<file path="src/rtl/bit_stream_sched_if.sv">
// Handshake/data bundle between a word source and the bit-stream scheduler.
// start is a request sampled only while busy=0; busy=1 means the word is owned by the scheduler.
interface bit_stream_sched_if;
  logic       start;
  logic [7:0] data;
  logic       busy;
  logic       bit_out;
  logic       bit_valid;
  logic       match;
  logic [3:0] match_cnt;
  logic       done;
  logic [1:0] dbg_ctrl;
  logic [1:0] dbg_det;

  modport slave (
    input  start,
    input  data,
    output busy,
    output bit_out,
    output bit_valid,
    output match,
    output match_cnt,
    output done,
    output dbg_ctrl,
    output dbg_det
  );

  modport master (
    output start,
    output data,
    input  busy,
    input  bit_out,
    input  bit_valid,
    input  match,
    input  match_cnt,
    input  done,
    input  dbg_ctrl,
    input  dbg_det
  );
endinterface

</file>
<file path="src/rtl/bit_stream_sched.sv">
// Serializes an 8-bit word LSB first, one bit every DIV clocks, and counts 1011 patterns.
// Define DETECT_CARRY_EN to keep detector state across words.
module bit_stream_sched #(
  parameter int unsigned DIV = 4
) (
  input  logic               clk,
  input  logic               set,
  bit_stream_sched_if.slave  bus
);

  typedef enum logic [1:0] {IDLE = 2'd0, SHIFT = 2'd1, FIN = 2'd2} ctrl_e;
  typedef enum logic [1:0] {S0 = 2'd0, S1 = 2'd1, S2 = 2'd2, S3 = 2'd3} det_e;

  localparam logic [7:0] STEP_RELOAD = 8'(DIV - 1);

  ctrl_e      state_q;
  det_e       det_q, det_d;
  logic       hit_d;
  logic [7:0] sh_q;
  logic [7:0] step_q;
  logic [2:0] idx_q;
  logic       last_q;
  logic       busy_q, bit_out_q, bit_valid_q, match_q, done_q;
  logic [3:0] cnt_q;

  // Mealy detector step for the bit about to leave the shift register.
  always_comb begin
    det_d = det_q;
    hit_d = 1'b0;
    case (det_q)
      S0: det_d = sh_q[0] ? S1 : S0;
      S1: det_d = sh_q[0] ? S1 : S2;
      S2: det_d = sh_q[0] ? S3 : S0;
      S3: begin
        det_d = sh_q[0] ? S1 : S2;
        hit_d = sh_q[0];
      end
      default: det_d = S0;
    endcase
  end

  always_ff @(posedge clk) begin
    if (set) begin
      state_q     <= IDLE;
      det_q       <= S0;
      sh_q        <= '0;
      step_q      <= '0;
      idx_q       <= '0;
      last_q      <= 1'b0;
      busy_q      <= 1'b0;
      bit_out_q   <= 1'b0;
      bit_valid_q <= 1'b0;
      match_q     <= 1'b0;
      done_q      <= 1'b0;
      cnt_q       <= '0;
    end else begin
      bit_valid_q <= 1'b0;
      match_q     <= 1'b0;
      done_q      <= 1'b0;
      if (match_q && cnt_q != 4'd15) begin
        cnt_q <= cnt_q + 4'd1;
      end
      case (state_q)
        IDLE: begin
          if (bus.start) begin
            sh_q    <= bus.data;
            cnt_q   <= '0;
            step_q  <= STEP_RELOAD;
            idx_q   <= '0;
            last_q  <= 1'b0;
            busy_q  <= 1'b1;
            state_q <= SHIFT;
`ifdef DETECT_CARRY_EN
            det_q   <= det_q;
`else
            det_q   <= S0;
`endif
          end
        end
        SHIFT: begin
          // The cycle after the eighth strobe closes the word.
          if (last_q) begin
            state_q <= FIN;
            busy_q  <= 1'b0;
            done_q  <= 1'b1;
          end else if (step_q == 8'd0) begin
            bit_out_q   <= sh_q[0];
            bit_valid_q <= 1'b1;
            sh_q        <= {1'b0, sh_q[7:1]};
            det_q       <= det_d;
            match_q     <= hit_d;
            step_q      <= STEP_RELOAD;
            idx_q       <= idx_q + 3'd1;
            if (idx_q == 3'd7) begin
              last_q <= 1'b1;
            end
          end else begin
            step_q <= step_q - 8'd1;
          end
        end
        FIN: begin
          state_q <= IDLE;
        end
        default: begin
          state_q <= IDLE;
        end
      endcase
    end
  end

  assign bus.busy      = busy_q;
  assign bus.bit_out   = bit_out_q;
  assign bus.bit_valid = bit_valid_q;
  assign bus.match     = match_q;
  assign bus.match_cnt = cnt_q;
  assign bus.done      = done_q;
  assign bus.dbg_ctrl  = state_q;
  assign bus.dbg_det   = det_q;

endmodule

</file>
<file path="src/flat_wrapper.sv">
// flat-port wrapper written by rule: the top's interface ports become plain ports
module bit_stream_sched_flat 
#(
  parameter int unsigned DIV = 4
)
  (clk, set, bus_start, bus_data, bus_busy, bus_bit_out, bus_bit_valid, bus_match, bus_match_cnt, bus_done, bus_dbg_ctrl, bus_dbg_det);
  bit_stream_sched_if bus_i ();
  input  logic clk;
  input  logic set;
  input wire logic [$bits(bus_i.start)-1:0] bus_start;
  input wire logic [$bits(bus_i.data)-1:0] bus_data;
  output wire logic [$bits(bus_i.busy)-1:0] bus_busy;
  output wire logic [$bits(bus_i.bit_out)-1:0] bus_bit_out;
  output wire logic [$bits(bus_i.bit_valid)-1:0] bus_bit_valid;
  output wire logic [$bits(bus_i.match)-1:0] bus_match;
  output wire logic [$bits(bus_i.match_cnt)-1:0] bus_match_cnt;
  output wire logic [$bits(bus_i.done)-1:0] bus_done;
  output wire logic [$bits(bus_i.dbg_ctrl)-1:0] bus_dbg_ctrl;
  output wire logic [$bits(bus_i.dbg_det)-1:0] bus_dbg_det;
  assign bus_i.start = bus_start;
  assign bus_i.data = bus_data;
  assign bus_busy = bus_i.busy;
  assign bus_bit_out = bus_i.bit_out;
  assign bus_bit_valid = bus_i.bit_valid;
  assign bus_match = bus_i.match;
  assign bus_match_cnt = bus_i.match_cnt;
  assign bus_done = bus_i.done;
  assign bus_dbg_ctrl = bus_i.dbg_ctrl;
  assign bus_dbg_det = bus_i.dbg_det;
  bit_stream_sched #(.DIV(DIV)) u_core (.clk(clk), .set(set), .bus(bus_i));
endmodule
</file>
<file path="config.mk">
export PLATFORM = sky130hd
export DESIGN_NAME = bit_stream_sched_flat
export DESIGN_NICKNAME = d
export VERILOG_FILES = /design/src/rtl/bit_stream_sched_if.sv /design/src/rtl/bit_stream_sched.sv /design/src/flat_wrapper.sv
export SDC_FILE = /design/constraint.sdc
export NUM_CORES = 1
export LEC_CHECK = 0
export ABC_AREA = 1
export BUFFER_PORTS_ARGS = -buffer_cell sky130_fd_sc_hd__buf_2
export CORE_MARGIN = 5
export CORE_UTILIZATION = 50
export DETAILED_ROUTE_END_ITERATION = 10
export PLACE_DENSITY = 0.83
export SETUP_SLACK_MARGIN = 0.15
export SLEW_MARGIN = 20
export SYNTH_ARGS = -nofsm -noshare
export SYNTH_HDL_FRONTEND = slang
export SYNTH_SLANG_ARGS = --single-unit
</file>
<file path="constraint.sdc">
create_clock -name clk -period 1.3 [get_ports clk]
set_input_delay 0.13 -clock clk [delete_from_list [all_inputs] [get_ports clk]]
set_output_delay 0.13 -clock clk [all_outputs]
set_load 0.03 [all_outputs]
</file>
==> results of run 1 <==
[through the flow]
step / hold WS (ns) / cell area, sq um / util / TNS [ns]
2_1_floorplan: 0.272 / 1720 / - / 0
3_3_place_gp: 0.375 / 1910 / 0.581 / 0
3_5_place_dp: 0.400 / 1910 / 0.581 / -0.00544
4_1_cts: 0.0263 / 2040 / 0.622 / 0
5_1_grt: 0.0150 / 2220 / 0.677 / -1.00
6_report: 0.0233 / 2220 / 0.677 / -0.107
[metal layers]
layer  wire length [microns]  part of all wire  up-vias
li1                        -                 -      861
met1                    1800              0.42      760
met2                    2170              0.51       38
met3                     196             0.046        9
met4                      65             0.015        0
met5                       0                 0        -
[Yosys cell counts, types with 2 or more instances]
cell type | number | share of area
nand2_1 | 59 | 0.13
nor2_1 | 35 | 0.079
dfxtp_1 | 33 | 0.40
nand3_1 | 29 | 0.087
inv_1 | 27 | 0.061
a21oi_1 | 18 | 0.054
ha_1 | 5 | 0.038
nor3_1 | 5 | 0.015
o21ai_0 | 5 | 0.015
buf_6 | 3 | 0.020
nand2_2 | 3 | 0.011
buf_2 | 2 | 0.0060
buf_4 | 2 | 0.0090
clkbuf_1 | 2 | 0.0045
nand4_1 | 2 | 0.0075
or2_2 | 2 | 0.0075
[logic make-up (layout without fill, tap and decap cells)]
| family | count (synthesis) | in the layout | synth area share |
|---|---|---|---|
| and+or+nand+nor | 138 | 138 | 0.359 |
| xor gates and xnor gates | 1 | 1 | 0.00527 |
| buffers and inverters | 38 | 82 | 0.105 |
| AOI/OAI and AO/OA | 28 | 28 | 0.0956 |
| adders and majority gates | 5 | 5 | 0.0376 |
| DFF | 33 | 33 | 0.397 |
[critical path: stages, from the launching register on]
cell and delay [ns]:
dfxtp_2 0.36, nor2_4 0.15, nand2_4 0.09, o21ai_4 0.28, buf_6 0.17, nand3_1 0.07, nand2_1 0.07, nor2_1 0.04
[flip-flops by register name (all words and copies together), names as in the netlist, 2 cells and up]
signal,cells
u_core.idx_q,3
u_core.step_q,8
u_core.bus.match_cnt,4
u_core.bus.dbg_ctrl,2
u_core.sh_q,8
u_core.bus.dbg_det,2
[where the power goes]
group	switching [mW]	internal, mW
sequential	0.0671	1.09
clock	0.374	0.204
combinational	0.427	0.310
[worst min-delay path by stage]
stage / start / end / slack, ns / cells after the start
floorplan: bus_data[7] / u_core.sh_q[7]$_SDFFE_PP0P_ / 0.27 / 2
global placement: bus_data[7] / u_core.sh_q[7]$_SDFFE_PP0P_ / 0.38 / 3
detailed placement: bus_data[7] / u_core.sh_q[7]$_SDFFE_PP0P_ / 0.40 / 3
CTS: bus_data[7] / u_core.sh_q[7]$_SDFFE_PP0P_ / 0.03 / 3
global route: bus_data[7] / u_core.sh_q[7]$_SDFFE_PP0P_ / 0.01 / 3
finish: bus_data[7] / u_core.sh_q[7]$_SDFFE_PP0P_ / 0.02 / 3
[repair_timing]
item,CTS,global route
gates resized for setup,11,40
buffers inserted,4,5
gates cloned,2,1
endpoints found under the setup margin,23,30
pin swaps,3,15
[final cells by class]
cell class                 count  area [sq um]  share of cell area
timing repair buffer          45           334               0.150
sequential                    33           686               0.308
clock buffer                   5          37.5              0.0169
inverter                      29           114              0.0512
tap                           46          57.6              0.0259
multi-input combinational    172           977               0.440
clock inverter                 3          17.5             0.00788
==> impl_metrics.env, run 1 <==
export IMPL_tightest_slew_ns=0.273
export IMPL_async_reset_ff_frac=0
export IMPL_grtUsageMet3=0.0399
export IMPL_route_vias_total=1668
export IMPL_first_pass_iters=4
export IMPL_ff2ff_path_depth=7
export IMPL_layout_common_cells="nand2_1, nor2_1, nand3_1"
export IMPL_grt_max_degree=16
export IMPL_setup_viol=11
export IMPL_ys_warn_count=0
export IMPL_postCtsHoldBufs=0
export IMPL_crit_path_start_kind="flop"
export IMPL_maxSlewHeadroom=0.818
export IMPL_r2r_end="u_core.sh_q[6]$_SDFFE_PP0P_"
export IMPL_cts_tree="yes"
export IMPL_hpwl_microns=2720
export IMPL_grt_use_total=0.183
export IMPL_peakVddDrop_v=0.000799
export IMPL_ys_types=27
export IMPL_syn_nets=259
export IMPL_antenna_found_initial=0
export IMPL_remaining_drc_errors=0
export IMPL_final_common_cell="nand2_1"
export IMPL_violations="setup timing"
export IMPL_global_route_usage_met2=0.300
export IMPL_dieArea_sq_mm=0.00458
export IMPL_core_area_sq_mm=0.00328
export IMPL_gr_usage_met1=0.223
export IMPL_drive_above_1_share=0.348
export IMPL_gp_congestion=0.788
export IMPL_r2r_start="u_core.step_q[2]$_SDFFE_PP0P_"
export IMPL_mappedNetlistArea_sq_mm=0.00166
export IMPL_critical_path_peak_fanout=7
export IMPL_start_util=0.506
export IMPL_post_route_min_period_ns=1.33
export IMPL_p_total_mw=2.47
export IMPL_final_cells=333
export IMPL_seq_area_frac_synth=0.397
export IMPL_endpoint="u_core.sh_q[6]$_SDFFE_PP0P_"
export IMPL_critPathArrivalTime_ns=1.59
export IMPL_grt_overflow=0
export IMPL_placedCellCount=313
export IMPL_die_y_microns=67.7
export IMPL_cp_required_ns=1.55
export IMPL_area_growth_syn_to_layout_pct=33.7
export IMPL_slew_viol_final=0
export IMPL_vias_per_cell=5.01
export IMPL_io_buffers=23
export IMPL_min_period_over_period=1.03
export IMPL_clock_fmax_mhz=749
export IMPL_num_rows=21
export IMPL_power_density_mw_per_mm2=1110
export IMPL_ys_seq_elements=33
export IMPL_crit_start="u_core.step_q[2]$_SDFFE_PP0P_"
export IMPL_cap_violations=0
export IMPL_clk_path_buf_depth=2
export IMPL_rrSetupSlack_ns=-0.03
export IMPL_place_ws_ns=-0.00544
export IMPL_grt_pass1_wl_microns=6240
export IMPL_clk_latency_ns=0.35
export IMPL_routed_wl_microns=4240
export IMPL_synth_cells=243
export IMPL_htree_num_levels=2
export IMPL_ant_nets=0
export IMPL_hold_class="in -> reg"
export IMPL_clk_pin_slew_ns=0.11
export IMPL_drt_iter0_markers=136
export IMPL_crit_type="reg -> reg"
export IMPL_synth_area_per_cell_sq_um=6.84
export IMPL_die_w_microns=67.7
export IMPL_final_setup_skew_ns=0.0131
export IMPL_rsz0062_at_grt="true"
export IMPL_cts_sinks=33
export IMPL_synth_edf_count=0
export IMPL_cts_buffers=5
export IMPL_synth_flop_cell="dfxtp_1"
export IMPL_fillers=274
export IMPL_cts_root_buf="clkbuf_4"
export IMPL_wl_per_cell_microns=12.7
export IMPL_io_pins=24
export IMPL_top_usage_layer="met2"
export IMPL_cp_end_kind="flop"
export IMPL_status="finished, violations left"
export IMPL_grt_pass1_vias=1409
export IMPL_leakage_nw=1.07
export IMPL_hold_violations=0
export IMPL_layout_setup_ws_ns=-0.0350
export IMPL_antenna_cells=0
export IMPL_fin_nets=302
Power figures use the tool's default switching activity.
==> run 2: changes to the inputs <==
--- a/config.mk
+++ b/config.mk
@@ -10,7 +10,7 @@
 export CORE_MARGIN = 5
 export CORE_UTILIZATION = 50
 export DETAILED_ROUTE_END_ITERATION = 10
-export PLACE_DENSITY = 0.83
+export PLACE_DENSITY = 0.72
 export SETUP_SLACK_MARGIN = 0.15
 export SLEW_MARGIN = 20
 export SYNTH_ARGS = -nofsm -noshare
==> run 2 against run 1 <==
  * The run still ends with setup timing left
  * First-iteration DRC count is 5.9% lower
  * Utilization hardly changed
  * Clock-buffer cell count is 1 higher
  * Die area stayed put
  * Register-to-register slack worse by 0.07 ns
  * Setup slack worse by 0.069 ns
  * Maximum frequency is 4.9% lower
  * Clock skew is 0.0049 ns lower
  * Global-route usage is 0.29 points lower
  * Flip-flop and latch count stayed put
  * Worst hold slack hardly changed
==> impl_metrics.env, run 2 (synthesis gave the netlist of run 1 again) <==
export IMPL_maxSlewHeadroom=0.842
export IMPL_setup_viol=8
export IMPL_grt_overflow=0
export IMPL_final_setup_skew_ns=0.00813
export IMPL_critPathArrivalTime_ns=1.65
export IMPL_antenna_found_initial=0
export IMPL_cp_required_ns=1.54
export IMPL_htree_num_levels=2
export IMPL_cap_violations=0
export IMPL_dieArea_sq_mm=0.00458
export IMPL_crit_path_start_kind="flop"
export IMPL_grt_use_total=0.180
export IMPL_die_y_microns=67.7
export IMPL_tightest_slew_ns=0.237
export IMPL_start_util=0.506
export IMPL_vias_per_cell=5.08
export IMPL_clk_latency_ns=0.35
export IMPL_combPwrFrac=0.309
export IMPL_cts_tree="yes"
export IMPL_io_pins=24
export IMPL_gp_congestion=0.792
export IMPL_min_period_over_period=1.08
export IMPL_cts_root_buf="clkbuf_4"
export IMPL_area_growth_syn_to_layout_pct=33.6
export IMPL_ant_nets=0
export IMPL_fin_nets=301
export IMPL_p_int_mw=1.64
export IMPL_setup_tns_ns=-0.253
export IMPL_postLayoutCoreUtil=0.677
export IMPL_cts_buffers=5
export IMPL_p_switching_mw=0.855
export IMPL_layout_common_cells="nand2_1, nor2_1, nand3_1"
export IMPL_cpMaxStageDelayCell="dfxtp_2"
export IMPL_seqPwrFrac=0.464
export IMPL_grt_pass1_wl_microns=6230
export IMPL_clk_path_buf_depth=2
export IMPL_swShare=0.343
export IMPL_die_w_microns=67.7
export IMPL_cp_end_kind="flop"
export IMPL_remaining_drc_errors=0
export IMPL_violations="setup timing"
export IMPL_drive_above_1_share=0.325
export IMPL_crit_type="reg -> reg"
export IMPL_first_pass_iters=4
export IMPL_drt_iter0_markers=128
export IMPL_p_clk_frac=0.228
export IMPL_timing_critical_path_cells="inv_2 > ha_4 > nand2_4 > o21ai_4 > buf_12 > clkbuf_16 > nand3_1 > nand2_1 > nor2_1"
export IMPL_core_area_sq_mm=0.00328
export IMPL_power_density_mw_per_mm2=1120
export IMPL_hpwl_microns=2620
export IMPL_grt_pass1_vias=1474
export IMPL_layout_setup_ws_ns=-0.104
export IMPL_wl_per_cell_microns=12.6
export IMPL_hold_violations=0
export IMPL_status="finished, violations left"
export IMPL_clock_fmax_mhz=712
export IMPL_grt_max_degree=27
export IMPL_route_vias_total=1688
export IMPL_fillers=282
export IMPL_slew_viol_final=0
export IMPL_post_route_min_period_ns=1.40
export IMPL_cts_sinks=33
export IMPL_leakage_nw=1.08
export IMPL_multi_input_area_sq_um=936
export IMPL_peakVddDrop_v=0.000717
export IMPL_regArea_sq_um=682
export IMPL_postCtsHoldBufs=0
export IMPL_cpPeakStageDelay_ns=0.34
export IMPL_place_ws_ns=0.0525
export IMPL_hold_class="in -> reg"
export IMPL_io_buffers=23
export IMPL_critical_path_peak_fanout=6
export IMPL_antenna_cells=0
export IMPL_rsz0062_at_grt="true"
export IMPL_routed_wl_microns=4190
export IMPL_num_rows=21
export IMPL_clk_pin_slew_ns=0.11
export IMPL_final_common_cell="nand2_1"
run 2: cell count changes in the layout (fill, tap and decap cells not counted), moves of 3 or more:
| cell | delta |
|---|---|
| dfxtp_2 | -3 |
| dfxtp_1 | +3 |
| buf_6 | -4 |
| nor2_1 | +3 |
| buf_12 | +3 |
| a21oi_2 | +3 |
| nand2_4 | -3 |
| a21oi_1 | -3 |
run 2: layout make-up:
type,instances,share of cell area
multi-input cells,172,0.421
clock buffers,6,0.0186
clock inverters,2,0.00450
flip-flops and latches,33,0.307
inverters,29,0.0512
well taps,46,0.0259
repair buffers,44,0.172
run 2: per-layer routing:
metal	part of all wire	up-vias	global-route usage	wire [microns]
met3	0.051	6	0.0549	215
met4	0.013	0	0.0608	53
met5	0	-	0	0
li1	-	857	-	-
met2	0.50	49	0.316	2110
met1	0.43	776	0.205	1810
run 2: path summary, 6_finish.rpt:
path                                   startpoint  slack [ns]  cells after the start                            endpoint
setup / recovery    u_core.step_q[1]$_SDFFE_PP0P_       -0.10                      9  u_core.bus.dbg_det[0]$_SDFFE_PP0P_
hold reg to reg   u_core.bus.bit_out$_SDFFE_PP0P_        0.48                      2     u_core.bus.bit_out$_SDFFE_PP0P_
hold / removal                        bus_data[7]        0.02                      3         u_core.sh_q[7]$_SDFFE_PP0P_
setup reg to reg    u_core.step_q[1]$_SDFFE_PP0P_       -0.10                      9  u_core.bus.dbg_det[0]$_SDFFE_PP0P_
run 2: power groups by stage:
stage	Clock [mW]	Combinational [mW]	Sequential, mW
after floorplan	0	0.431	1.18
after global placement	0	0.596	1.16
after detailed placement	0	0.607	1.17
after CTS	0.573	0.610	1.14
after global routing	0.626	0.851	1.16
final	0.567	0.769	1.15
run 2: metrics by stage:
stage | instances | power, mW | hold WS (ns) | cell area, sq um
after floorplan | 243 | 1.61 | 0.272 | 1720
after global placement | 313 | 1.76 | 0.380 | 1930
after detailed placement | 313 | 1.77 | 0.387 | 1930
after CTS | 324 | 2.32 | 0.0257 | 2020
after global routing | 332 | 2.64 | 0.0253 | 2220
final | 332 | 2.49 | 0.0231 | 2220
run 2: critical path: cells and delay by family, from the launching register on:
family,cells,cell delay [ns]
compound gates,1,0.18
fa+ha+maj,1,0.14
buf+inv,3,0.37
flops,1,0.34
simple gates,4,0.27
run 2: repair_timing:
action / in CTS / in global routing
gates cloned: 0 / 4
setup buffers: 3 / 4
endpoints found under the setup margin: 23 / 30
gates resized for setup: 2 / 27
pin swaps: 2 / 5
